<file path="src/rtl/pll_lock_sequencer.sv">
// PLL bring-up sequencer: pulses the PLL reset, qualifies a stable lock, retries on timeout,
// and holds the system in reset until lock is trusted. Define PLL_SEQ_LOSS_COUNT_EN to count lock losses.
module pll_lock_sequencer #(
  parameter int unsigned PLL_RST_CYCLES      = 16,
  parameter int unsigned LOCK_STABLE_CYCLES  = 1024,
  parameter int unsigned LOCK_TIMEOUT_CYCLES = 65535,
  parameter int unsigned MAX_RETRIES         = 3
) (
  input  logic       clk,
  input  logic       reset,
  input  logic       locked,
  output logic       pll_rst_n,
  output logic       sys_rst,
  output logic       ready,
  output logic       fail,
  output logic [1:0] retry_count,
  output logic [7:0] lock_loss_count
);

  typedef enum logic [2:0] {
    StPllRst,
    StWaitLock,
    StStable,
    StRun,
    StFail
  } state_e;

  localparam logic [15:0] RstLast     = 16'(PLL_RST_CYCLES - 1);
  localparam logic [15:0] StableLast  = 16'(LOCK_STABLE_CYCLES - 1);
  localparam logic [15:0] TimeoutLast = 16'(LOCK_TIMEOUT_CYCLES - 1);
  localparam logic [1:0]  MaxRetries  = 2'(MAX_RETRIES);

  logic        lock_meta_q, lock_sync_q;
  state_e      state_q, state_d;
  logic [15:0] cnt_q, cnt_d;
  logic [1:0]  retry_q, retry_d;

  // One shared counter: each state restarts it on entry and leaves before its limit.
  always_comb begin
    state_d = state_q;
    cnt_d   = cnt_q + 16'd1;
    retry_d = retry_q;
    unique case (state_q)
      StPllRst: begin
        if (cnt_q == RstLast) begin
          state_d = StWaitLock;
          cnt_d   = '0;
        end
      end
      StWaitLock: begin
        // Lock takes priority over a timeout on the same edge.
        if (lock_sync_q) begin
          state_d = StStable;
          cnt_d   = '0;
        end else if (cnt_q == TimeoutLast) begin
          cnt_d = '0;
          if (retry_q < MaxRetries) begin
            retry_d = retry_q + 2'd1;
            state_d = StPllRst;
          end else begin
            state_d = StFail;
          end
        end
      end
      StStable: begin
        if (!lock_sync_q) begin
          state_d = StWaitLock;
          cnt_d   = '0;
        end else if (cnt_q == StableLast) begin
          state_d = StRun;
          cnt_d   = '0;
        end
      end
      StRun: begin
        cnt_d = '0;
        if (!lock_sync_q) begin
          state_d = StPllRst;
          retry_d = '0;
        end
      end
      StFail: begin
        cnt_d = '0;
      end
      default: begin
        state_d = StPllRst;
        cnt_d   = '0;
      end
    endcase
  end

  // Outputs are registered from the next state so they line up with state_q.
  always_ff @(posedge clk or posedge reset) begin
    if (reset) begin
      lock_meta_q <= 1'b0;
      lock_sync_q <= 1'b0;
      state_q     <= StPllRst;
      cnt_q       <= '0;
      retry_q     <= '0;
      pll_rst_n   <= 1'b0;
      sys_rst     <= 1'b1;
      ready       <= 1'b0;
      fail        <= 1'b0;
    end else begin
      lock_meta_q <= locked;
      lock_sync_q <= lock_meta_q;
      state_q     <= state_d;
      cnt_q       <= cnt_d;
      retry_q     <= retry_d;
      pll_rst_n   <= !((state_d == StPllRst) || (state_d == StFail));
      sys_rst     <= (state_d != StRun);
      ready       <= (state_d == StRun);
      fail        <= (state_d == StFail);
    end
  end

  assign retry_count = retry_q;

`ifdef PLL_SEQ_LOSS_COUNT_EN
  logic [7:0] loss_q;
  logic       lost;

  assign lost = (state_q == StRun) && !lock_sync_q;

  always_ff @(posedge clk or posedge reset) begin
    if (reset) begin
      loss_q <= '0;
    end else if (lost && (loss_q != 8'hff)) begin
      loss_q <= loss_q + 8'd1;
    end
  end

  assign lock_loss_count = loss_q;
`else
  assign lock_loss_count = '0;
`endif

endmodule

</file>
<file path="config.mk">
export PLATFORM = sky130hd
export DESIGN_NAME = pll_lock_sequencer
export DESIGN_NICKNAME = d
export VERILOG_FILES = /design/src/rtl/pll_lock_sequencer.sv
export SDC_FILE = /design/constraint.sdc
export NUM_CORES = 1
export LEC_CHECK = 0
export CORE_MARGIN = 5
export CORE_UTILIZATION = 40
export DETAILED_ROUTE_END_ITERATION = 10
export PLACE_DENSITY = 0.69
export SETUP_SLACK_MARGIN = 0.5
export SYNTH_ARGS = -nofsm -noshare
export SYNTH_HDL_FRONTEND = slang
export SYNTH_SLANG_ARGS = --single-unit
</file>
<file path="constraint.sdc">
create_clock -name clk -period 4.6 [get_ports clk]
set_input_delay 0.46 -clock clk [delete_from_list [all_inputs] [get_ports clk]]
set_output_delay 0.46 -clock clk [all_outputs]
set_load 0.05 [all_outputs]
</file>
* Yosys cells after proc, flatten, opt, wreduce, memory -nomap -nowiden
Cells that the tools add are included.
** Cells by class
- Div/mod/pow operators :: 0
- Eq/ne operators :: 14
- Reductions and logical operators :: 6
- Multiplexer cells :: 19
- Multiply operators :: 0
- Bitwise gates (word level) :: 0
- Add/sub/neg operators :: 2
- Order comparisons :: 1
- Shift-type cells :: 0
** Operators with widths (number)
- $mux W16 :: 5
- $pmux W16 S3 :: 1
- $mux W3 :: 7
- $add A16 B1 Y16 const B :: 1
- $eq A16 B10 Y1 const B :: 1
- $eq A16 B16 Y1 const B :: 1
- $eq A16 B4 Y1 const B :: 1
- $pmux W3 S5 :: 1
- $eq A3 B2 Y1 const B :: 3
- $mux W2 :: 4
- $ne A2 B2 Y1 const B :: 4
- $eq A3 B3 Y1 const B :: 2
- $logic_not A3 Y1 :: 2
- $reduce_and A5 Y1 :: 1
- $pmux W2 S2 :: 1
- $eq A3 B1 Y1 const B :: 1
- $ne A3 B2 Y1 const B :: 1
- $add A2 B1 Y2 const B :: 1
- $lt A2 B2 Y1 const B :: 1
- $reduce_bool A2 Y1 :: 1
- $logic_not A1 Y1 :: 1
- $logic_or A1 B1 Y1 :: 1
** Storage, ports and cells
- Memories kept :: 0
- Logic and storage cells :: 51
- Output and inout port bits :: 14
- Input bits :: 3
- Flip-flop bits (word level) :: 27
- RAM bits :: 0
- Bits in read-only memories :: 0
- Bits in latches :: 0

* Longest topological paths before layout
Gate-level depths: netlist (run 1).
- Depth after elaboration :: 8
- Depth in mapped cells :: 7
- Gate-level depth less buffers :: 6

* Worst setup path before layout (run 1)
No wires, ideal clock.
- Kind :: register to register
- Start point :: register cnt_q[8]
- End point :: register cnt_q[10]
- Setup slack :: 2.735 ns
- Path buffers :: 1
- Library setup time :: 0.123 ns
- Required time :: 4.477 ns
- Arrival time :: 1.742 ns
- Cell stages (with the launch flop) :: 6
- Period minus slack after synthesis :: 1.865 ns
- Cells stage by stage :: dfrtp_1 or4_4 nor4_4 a2bb2oi_4 buf_12 a21oi_2
** Between the ends
- Cells in the longest elaborated chain, start to end :: 4
- Elaborated cells on any way between the ends :: 10
- Classes of those cells :: add/sub: 1; eq/ne: 3; mux: 6
** RTL lines
- start, declared :: RTL line 35 : logic [15:0] cnt_q, cnt_d;
- start signal, assigned :: RTL line 107 : cnt_q <= cnt_d;
- $add A16 B1 Y16, or another cell as far along :: RTL line 41 : cnt_d = cnt_q + 16'd1;
- $mux W16, on equally long branches :: RTL line 69, 55
- $mux W16, on equally long branches :: RTL line 66, 52
- $pmux W16 S3 (*) :: RTL line 43 : unique case (state_q)
- named net cnt_d[10] :: RTL line 35
Mark *: on every way through the listed nets, which the timed path passes. The rest lies on a longest branch.
A chain may end at the register's enable or synchronous reset.

* Worst setup path in the final report (run 1)
- Start point :: register cnt_q[12]
- End point :: register cnt_q[14]
The elaborated chain is that of the path after synthesis.

==> results of run 1 <==
-- cell families after synthesis --
| kind of cell | count (synthesis) |
|---|---|
| and+or+nand+nor | 49 |
| other | 1 |
| xor gates and xnor gates | 13 |
| AOI/OAI and AO/OA | 26 |
| adders and majority gates | 3 |
| buffers and inverters | 21 |
| muxes | 2 |
| DFF | 27 |
-- metrics by stage --
step | hold WS, ns | instance area, um^2 | std cells | setup slack [ns] | utilization
final | 0.3583 | 1634 | 197 | 2.253 | 0.4463
after global routing | 0.3625 | 1634 | 197 | 2.140 | 0.4463
after CTS | 0.3583 | 1634 | 197 | 2.234 | 0.4463
after detailed placement | 0.3358 | 1585 | 193 | 2.265 | 0.4330
after global placement | 0.3340 | 1585 | 193 | 2.335 | 0.4330
after floorplan | 0.3312 | 1548 | 149 | 2.735 | -
-- synthesized netlist by cell type, drive strengths merged, types with 2 or more instances --
cell type and n:
a21oi 16, a22o 2, a32oi 2, buf 11
dfrtp 26, ha 3, inv 9, mux2i 2
nand2 6, nand2b 2, nand3 9, nand4 6
nor2 4, nor3 5, nor4 5, or3 2
or4 5, xnor2 10, xor2 3
-- metal layers --
metal	up-vias	share of wire	GRT usage
met5	-	0	0
met4	0	0.013	0.03758
met3	5	0.043	0.02104
met2	26	0.49	0.2041
met1	524	0.45	0.1502
li1	509	-	-
-- how the worst max path moves through the flow --
stage | startpoint | to
6_report | cnt_q[12] | cnt_q[14]
5_1_grt | cnt_q[0] | cnt_q[14]
4_1_cts | cnt_q[12] | cnt_q[14]
3_5_place_dp | cnt_q[12] | cnt_q[14]
3_3_place_gp | cnt_q[12] | cnt_q[14]
2_1_floorplan | cnt_q[8] | cnt_q[10]
-- area by class of cell --
| type | instances | area (um^2) |
|---|---|---|
| Timing Repair Buffer | 8 | 80.08 |
| Fill cell | 348 | 2027 |
| Inverter | 9 | 33.78 |
| Multi-Input combinational cell | 101 | 734.5 |
| Clock buffer | 3 | 41.29 |
| Sequential cell | 27 | 676.9 |
| Tap cell | 48 | 60.06 |
| Clock inverter | 1 | 7.507 |
-- power breakdown --
group / switching, W / total [W] / leakage, nW / internal [W]
Sequential: 0.0000398 / 0.000309 / 0.362 / 0.000269
Clock: 0.0000818 / 0.000143 / 0.0217 / 0.0000617
Combinational: 0.000160 / 0.000246 / 0.269 / 0.0000854
Total: 0.000282 / 0.000698 / 0.652 / 0.000416
==> out/metrics.cfg, run 1 <==
[run_status]
status=completed

[routing]
wl_mm=2.840
dr.pass1.iters=4
routedWlPerCell_um=14.42
drtAntennaViolNets=0
viasPerCell=5.401
first_iter_violations=83
via_count=1064
drcViolationCount=0

[yosys]
synth_top_family_by_area=simple AND/OR/NAND/NOR gates
synthSimpleGateAreaFrac=0.2039
ys_warn_count=0
synthDistinctLibCells=39
synthXorXnorAreaFrac=0.07484
synth_compound_area_frac=0.1464
seq_area_frac_synth=0.4449
synth_mux_area_frac=0.01316
ys_seq_elements=27
synth_ff_type=dfrtp_1
synth_top_area_cell=dfrtp_1
synth_top_area_frac=0.4276
synth_edf_count=0
synthCells=142
yosys-top-cells-area=dfrtp_1 (43%), a21oi_2 (5.8%), xnor2_1 (5.8%), buf_4 (4.4%), nand3_1 (3.0%)
synth-async-reset-ratio=1.000
syn_area_per_cell_um2=10.71
synth_area_um2=1521
synth_fa_ha_area_frac=0.02467

[cts]
cts_root_buf=clkbuf_8
cts_buffers=3
cts_max_level=1
cts_sinks=27
clockBufferDepth=2
clk_latency_ns=0.28
postCtsSetupRepairBufs=0
clkSlewWorstSetupHoldPaths_ns=0.10
hold_buffers=0
cts_tree=yes
cts_resized=0

[job]
maxCapViolCount=0

[global_route]
grt_pass1_wl_mm=4.850
grt_use_total=0.1186
overflow=0
antenna_found_initial=0
grt_pass1_vias=1022
grt_max_degree=28

[critical_path]
crit_required_ns=4.74
cp-start-kind=register
cp_slowest_stage_delay_ns=0.67
worstPathCellList=or4_4 -> o41ai_2 -> or4_1 -> a22oi_1
r2r_end=cnt_q[14]
cpLargestDelayFamily=simple AND/OR/NAND/NOR gates
arrival_ns=2.48
endpoint_kind=register
rrSetupSlack_ns=2.25
critical_path.slowest_cell=or4_1
path_buf_inv=0
rr_startpoint=cnt_q[12]
reg2reg_depth=4
path_max_fanout=16
crit_cells=4
setup.worst_path.class=register to register

[placement]
portBuffers=8
hpwl_mm=2.021
place.gp.congestion=0.7852

[floorplanning]
start_util=0.4156
dieArea_um2=5137
die_w_um=71.68
core_region_area_um2=3661
rows=22
die_height_um=71.68
io-pin-count=17

[sta]
fmax_ghz=0.4260
hold_violations=0
finalCritPeriodShare=0.5103
tightest_slew_ns=1.023
tns_ns=0
rsz0062_at_grt=no
fin_skew_ns=0.002437
post-route-min-period_ns=2.347
setup_violations=0
maxSlewHeadroom=0.3175
slew_viol_final=0

[min_path]
hold_path_class=register to register
min_to=lock_sync_q
min_path_cells=0
hold_start=lock_meta_q

[finish]
final_common_cell=dfrtp_1
drive_gt1_frac=0.1477
area_growth_syn_to_layout_pct=7.402
nets=156
final_cell_mix=dfrtp_1 (26), xnor2_1 (10), a21oi_2 (10)
max_flop_register=cnt_q
insertedDiodeCount=0
largest_reg_flops=16

[power]
total_power_w=0.0006983
peakVddDrop_mv=0.1777
power.leakage_nw=0.6523
powerDensity_nw_per_um2=427.3

(Power assumes the default switching activity.)
==> run 2, diff against run 1 <==
--- a/config.mk
+++ b/config.mk
@@ -8,7 +8,7 @@
 export CORE_MARGIN = 5
 export CORE_UTILIZATION = 40
 export DETAILED_ROUTE_END_ITERATION = 10
-export PLACE_DENSITY = 0.69
+export PLACE_DENSITY = 0.71
 export SETUP_SLACK_MARGIN = 0.5
 export SYNTH_ARGS = -nofsm -noshare
 export SYNTH_HDL_FRONTEND = slang
==> constraint.sdc (replaced) <==
create_clock -name clk -period 2.1 [get_ports clk]
set_input_delay 0.21 -clock clk [delete_from_list [all_inputs] [get_ports clk]]
set_output_delay 0.21 -clock clk [all_outputs]
set_load 0.05 [all_outputs]
==> out/metrics.cfg, run 2 (synthesis results as in run 1) <==
[critical_path]
cp_slowest_stage_delay_ns=0.58  ; -0.09 ns
path_max_fanout=7  ; -9
endpoint_kind=register
rr_startpoint=cnt_q[11]
path_common_cell=or4_4
arrival_ns=2.08  ; -0.40 ns
crit_required_ns=2.26  ; -2.48 ns
r2r_end=cnt_q[13]
critical_path.slowest_cell=or4_4
reg2reg_depth=5  ; +1
rrSetupSlack_ns=0.18  ; -2.07 ns
setup.worst_path.class=register to register
cp-start-kind=register
worstPathCellList=or4_4 -> o41ai_4 -> or4_4 -> clkbuf_16 -> a21oi_2

[cts]
cts_root_buf=clkbuf_8
clk_latency_ns=0.27  ; about the same
clockBufferDepth=2  ; unchanged
cts_sinks=27  ; unchanged
cts_tree=yes
cts_buffers=3  ; unchanged
clkSlewWorstSetupHoldPaths_ns=0.09  ; about the same
cts_max_level=1  ; unchanged

[sta]
hold_violations=0  ; unchanged
slew_viol_final=0  ; unchanged
finalCritPeriodShare=0.9127  ; +0.4024
worst_slack_ns=0.1833  ; -2.069 ns
setup_violations=0  ; unchanged
tns_ns=0  ; unchanged
rsz0062_at_grt=yes
tightest_slew_ns=0.5996  ; -0.4230 ns
maxSlewHeadroom=0.5966  ; +0.2790
fmax_ghz=0.5217  ; +22%
post-route-min-period_ns=1.917  ; -0.4306 ns
fin_skew_ns=0.003542  ; +0.001105 ns

[routing]
via_count=1142  ; +7.3%
drcViolationCount=0  ; unchanged
viasPerCell=5.263  ; -2.6%
routedWlPerCell_um=15.08  ; +4.6%
first_iter_violations=106  ; +28%
wl_mm=3.272  ; +15%
drtAntennaViolNets=0  ; unchanged
dr.pass1.iters=4  ; unchanged

[job]
maxCapViolCount=0  ; unchanged

[global_route]
grt_use_total=0.1308  ; +0.01221
overflow=0  ; unchanged
antenna_found_initial=0  ; unchanged
grt_max_degree=28  ; unchanged
grt_pass1_wl_mm=5.388  ; +11%
grt_pass1_vias=1179  ; +15%

[finish]
insertedDiodeCount=0  ; unchanged
final_area_um2=1904  ; +17%
final.fill_count=333  ; -4.3%
final_cell_mix=dfrtp_1 (23), buf_4 (16), xnor2_1 (10), a21oi_2 (10), inv_1 (9)
final_util=0.5202  ; +0.07382
seq_area_um2=680.7  ; +0.55%
area_growth_syn_to_layout_pct=25.16
multi_input_area_um2=815.8  ; +11%
largest_reg_flops=16  ; unchanged
nets=176  ; +13%
final_common_cell=dfrtp_1
drive_gt1_frac=0.3018  ; +0.1541
max_flop_register=cnt_q

[floorplanning]
core_region_area_um2=3661  ; unchanged
dieArea_um2=5137  ; unchanged
die_height_um=71.68  ; unchanged
start_util=0.4156  ; unchanged
rows=22  ; unchanged
io-pin-count=17  ; unchanged
die_w_um=71.68  ; unchanged

[run_status]
status=completed

[placement]
dpl_cell_area_um2=1652  ; +4.2%
place.gp.congestion=0.8405  ; +7.0%
portBuffers=8  ; unchanged
pre_cts_ws_ns=0.1588  ; -2.106 ns
hpwl_mm=2.057  ; +1.8%

[power]
total_power_w=0.001705  ; +140%
peakVddDrop_mv=0.5705  ; +220%
power.leakage_nw=0.8290  ; +27%
powerDensity_nw_per_um2=895.5  ; +110%

[min_path]
hold_path_class=input port to async pin

## run 2: cell count changes in the layout (fill, tap and decap cells not counted), moves of 2 or more
cell,change
dfrtp_2,+3
nand3_1,-2
or4_1,-2
or4_4,+2
clkdlybuf4s50_1,-6
dlygate4sd2_1,+6
buf_12,+2
dfrtp_1,-3
buf_4,+16
## run 2: metal layers
metal	routed length, um	GRT usage	vias to the layer above
met1	1419	0.1518	564
met4	34	0.04802	0
met2	1695	0.2316	22
met5	0	0	-
met3	122	0.03226	6
li1	-	-	550
## run 2: how the worst max path moves through the flow
| stage | from | to | slack (ns) | cells past startpoint |
|---|---|---|---|---|
| finish | cnt_q[11] | cnt_q[13] | 0.18 | 5 |
| global route | cnt_q[9] | cnt_q[6] | 0.14 | 7 |
| CTS | cnt_q[5] | cnt_q[14] | 0.20 | 5 |
| detailed placement | cnt_q[11] | cnt_q[14] | 0.16 | 5 |
| global placement | cnt_q[11] | cnt_q[14] | 0.19 | 5 |
| floorplan | cnt_q[11] | cnt_q[4] | 0.25 | 5 |
## run 2: through the flow
| stage | instances | hold WS (ns) |
|---|---|---|
| floorplan | 149 | 0.2414 |
| global placement | 198 | 0.3388 |
| detailed placement | 198 | 0.3364 |
| CTS | 212 | 0.2983 |
| global route | 217 | 0.3302 |
| finish | 217 | 0.2899 |
## run 2: final cells by class
type	count	area share
Timing Repair Buffer	28	0.1413
Sequential cell	27	0.3574
Multi-Input combinational cell	101	0.4284
Inverter	9	0.01774
Tap cell	48	0.03154
Clock buffer	4	0.02365
## run 2: worst max-delay path: cells and delay by family, from the launching register on
| family | cells | cell delay, ns |
|---|---|---|
| compound gates | 2 | 0.39 |
| flops | 1 | 0.42 |
| buf+inv | 1 | 0.17 |
| simple gates | 2 | 0.82 |
## run 2: power by group
group          internal [W]  total [W]  leakage, nW  switching (W)
Combinational      0.000311   0.000720        0.450       0.000410
Clock              0.000136   0.000293       0.0228       0.000157
Sequential         0.000590   0.000692        0.357       0.000102
## run 2: what timing repair did
| action | 4_1_cts | 5_1_grt |
|---|---|---|
| hold buffers | 0 | 0 |
| pin swaps | 9 | 6 |
| setup buffers | 10 | 4 |
| endpoints found under the setup margin | 28 | 24 |
| gates resized for setup | 14 | 7 |
| gates cloned | 0 | 1 |
==> run 3, diff against run 2 <==
--- a/config.mk
+++ b/config.mk
@@ -8,8 +8,10 @@
 export CORE_MARGIN = 5
 export CORE_UTILIZATION = 40
 export DETAILED_ROUTE_END_ITERATION = 10
-export PLACE_DENSITY = 0.71
+export GPL_TIMING_DRIVEN = 0
+export PLACE_DENSITY = 0.69
 export SETUP_SLACK_MARGIN = 0.5
+export SLEW_MARGIN = 20
 export SYNTH_ARGS = -nofsm -noshare
 export SYNTH_HDL_FRONTEND = slang
 export SYNTH_SLANG_ARGS = --single-unit
==> constraint.sdc (replaced) <==
create_clock -name clk -period 2 [get_ports clk]
set_input_delay 0.2 -clock clk [delete_from_list [all_inputs] [get_ports clk]]
set_output_delay 0.2 -clock clk [all_outputs]
set_load 0.05 [all_outputs]
==> out/metrics.cfg, run 3 (synthesis results as in run 1) <==
[run_status]
status=completed

[power]
powerDensity_nw_per_um2=942.0  ; +5.2%
peakVddDrop_mv=0.8732  ; +53%
total_power_w=0.001902  ; +12%
power.leakage_nw=0.8899  ; +7.4%

[floorplanning]
dieArea_um2=5137  ; unchanged
die_height_um=71.68  ; unchanged
start_util=0.4156  ; unchanged
core_region_area_um2=3661  ; unchanged
rows=22  ; unchanged
io-pin-count=17  ; unchanged
die_w_um=71.68  ; unchanged

[routing]
dr.pass1.iters=4  ; unchanged
viasPerCell=5.101  ; -3.1%
wl_mm=3.201  ; -2.2%
via_count=1163  ; +1.8%
routedWlPerCell_um=14.04  ; -6.9%
first_iter_violations=78  ; -26%
drtAntennaViolNets=0  ; unchanged
drcViolationCount=0  ; unchanged

[critical_path]
arrival_ns=2.10  ; +0.02 ns
endpoint_kind=register
critical_path.slowest_cell=or4bb_1
crit_required_ns=2.16  ; -0.10 ns
worstPathCellList=or4bb_1 -> o41ai_4 -> or4_4 -> buf_8 -> clkbuf_16 -> a21oi_2
path_max_fanout=6  ; -1
cp_slowest_stage_delay_ns=0.55  ; -0.03 ns
setup.worst_path.class=register to register
cp-start-kind=register
rrSetupSlack_ns=0.05  ; -0.13 ns

[sta]
finalCritPeriodShare=0.9725  ; +0.05982
fin_skew_ns=0.004510  ; +0.0009681 ns
hold_violations=0  ; unchanged
tns_ns=0  ; unchanged
tightest_slew_ns=0.5751  ; -0.02449 ns
fmax_ghz=0.5141  ; -1.5%
slew_viol_final=0  ; unchanged
post-route-min-period_ns=1.945  ; +0.02837 ns
setup_violations=0  ; unchanged
rsz0062_at_grt=yes
maxSlewHeadroom=0.6130  ; +0.01648

[finish]
final.fill_count=324  ; -2.7%
max_flop_register=cnt_q
area_growth_syn_to_layout_pct=32.73
nets=187  ; +6.3%
final_common_cell=buf_4
drive_gt1_frac=0.3889  ; +0.08711
largest_reg_flops=16  ; unchanged
final_area_um2=2019  ; +6.0%
final_cell_mix=buf_4 (25), dfrtp_1 (22), a21oi_2 (14)
insertedDiodeCount=0  ; unchanged
final_util=0.5516  ; +0.03144

[cts]
clk_latency_ns=0.27  ; about the same
cts_tree=yes
cts_root_buf=clkbuf_8
cts_buffers=3  ; unchanged
clockBufferDepth=2  ; unchanged
cts_max_level=1  ; unchanged
clkSlewWorstSetupHoldPaths_ns=0.09  ; about the same
cts_sinks=27  ; unchanged

[global_route]
antenna_found_initial=0  ; unchanged
grt_max_degree=28  ; unchanged
grt_use_total=0.1345  ; +0.003686
overflow=0  ; unchanged
grt_pass1_vias=1196  ; +1.4%
met3_usage=0.03506  ; +0.002805
met1_usage=0.1688  ; +0.01701
use_met2=0.2347  ; +0.003061
grt_pass1_wl_mm=5.602  ; +4.0%
top_usage_layer=met2

[placement]
place.gp.congestion=0.8578  ; +2.1%
portBuffers=8  ; unchanged
dpl_cell_area_um2=1698  ; +2.8%
hpwl_mm=2.112  ; +2.7%

[job]
maxCapViolCount=0  ; unchanged

[min_path]
hold_path_class=input port to async pin

==> run 3: changes by cell type in the layout (fill, tap and decap cells not counted), moves of 2 or more <==
cell / delta
a21oi_1: -4
a21oi_2: +4
buf_4: +9
dlygate4sd2_1: -2
inv_1: -2
inv_2: +2
==> run 3: layout make-up <==
type / instances / area [um^2] / share of cell area
Multi-Input combinational cell: 101 / 845.8 / 0.4188
Sequential cell: 27 / 681.9 / 0.3377
Timing Repair Buffer: 27 / 234.0 / 0.1159
Buffer: 12 / 118.9 / 0.05886
Tap cell: 48 / 60.06 / 0.02974
Clock buffer: 4 / 45.04 / 0.02230
Inverter: 9 / 33.78 / 0.01673
==> run 3: power breakdown <==
part / leakage, nW / switching, W / internal (W)
Combinational: 0.512 / 0.000485 / 0.000395
Clock: 0.0228 / 0.000161 / 0.000143
Sequential: 0.356 / 0.0000969 / 0.000622
Total: 0.890 / 0.000743 / 0.00116
==> run 3: worst paths after layout <==
path                             start             end  cells after the start
max                          cnt_q[14]       cnt_q[12]                      6
min                              reset  retry_count[1]                      2
max reg2reg                  cnt_q[14]       cnt_q[12]                      6
min reg2reg                lock_meta_q     lock_sync_q                      0
max in group asynchronous        reset        cnt_q[4]                      2
min in group clk           lock_meta_q     lock_sync_q                      0
==> run 3: worst max-delay path, delay by kind of cell (launching register included) <==
family,cells,cell delay [ns]
flops,1,0.41
simple gates,2,0.75
buf+inv,2,0.27
compound gates,2,0.40
==> run 3: repair_timing <==
item,CTS,global route
pin swaps,12,11
cloned,0,1
hold buffers,0,0
setup endpoints to repair,30,26
setup buffers,14,4
gates resized for setup,30,5
==> run 3: layer usage <==
metal | wire [um] | part of all wire
met5 | 0 | 0
met4 | 13 | 0.0041
met3 | 124 | 0.039
met2 | 1706 | 0.53
met1 | 1356 | 0.42
==> run 3: stage by stage <==
step           worst slack [ns]  instances  hold slack, ns
6_report                0.05491        228          0.2910
5_1_grt                -0.01878        228          0.3536
4_1_cts                 0.08454        223          0.3615
3_5_place_dp          0.0003857        205          0.3420
3_3_place_gp            0.01664        205          0.3382
2_1_floorplan            0.1529        149          0.2314
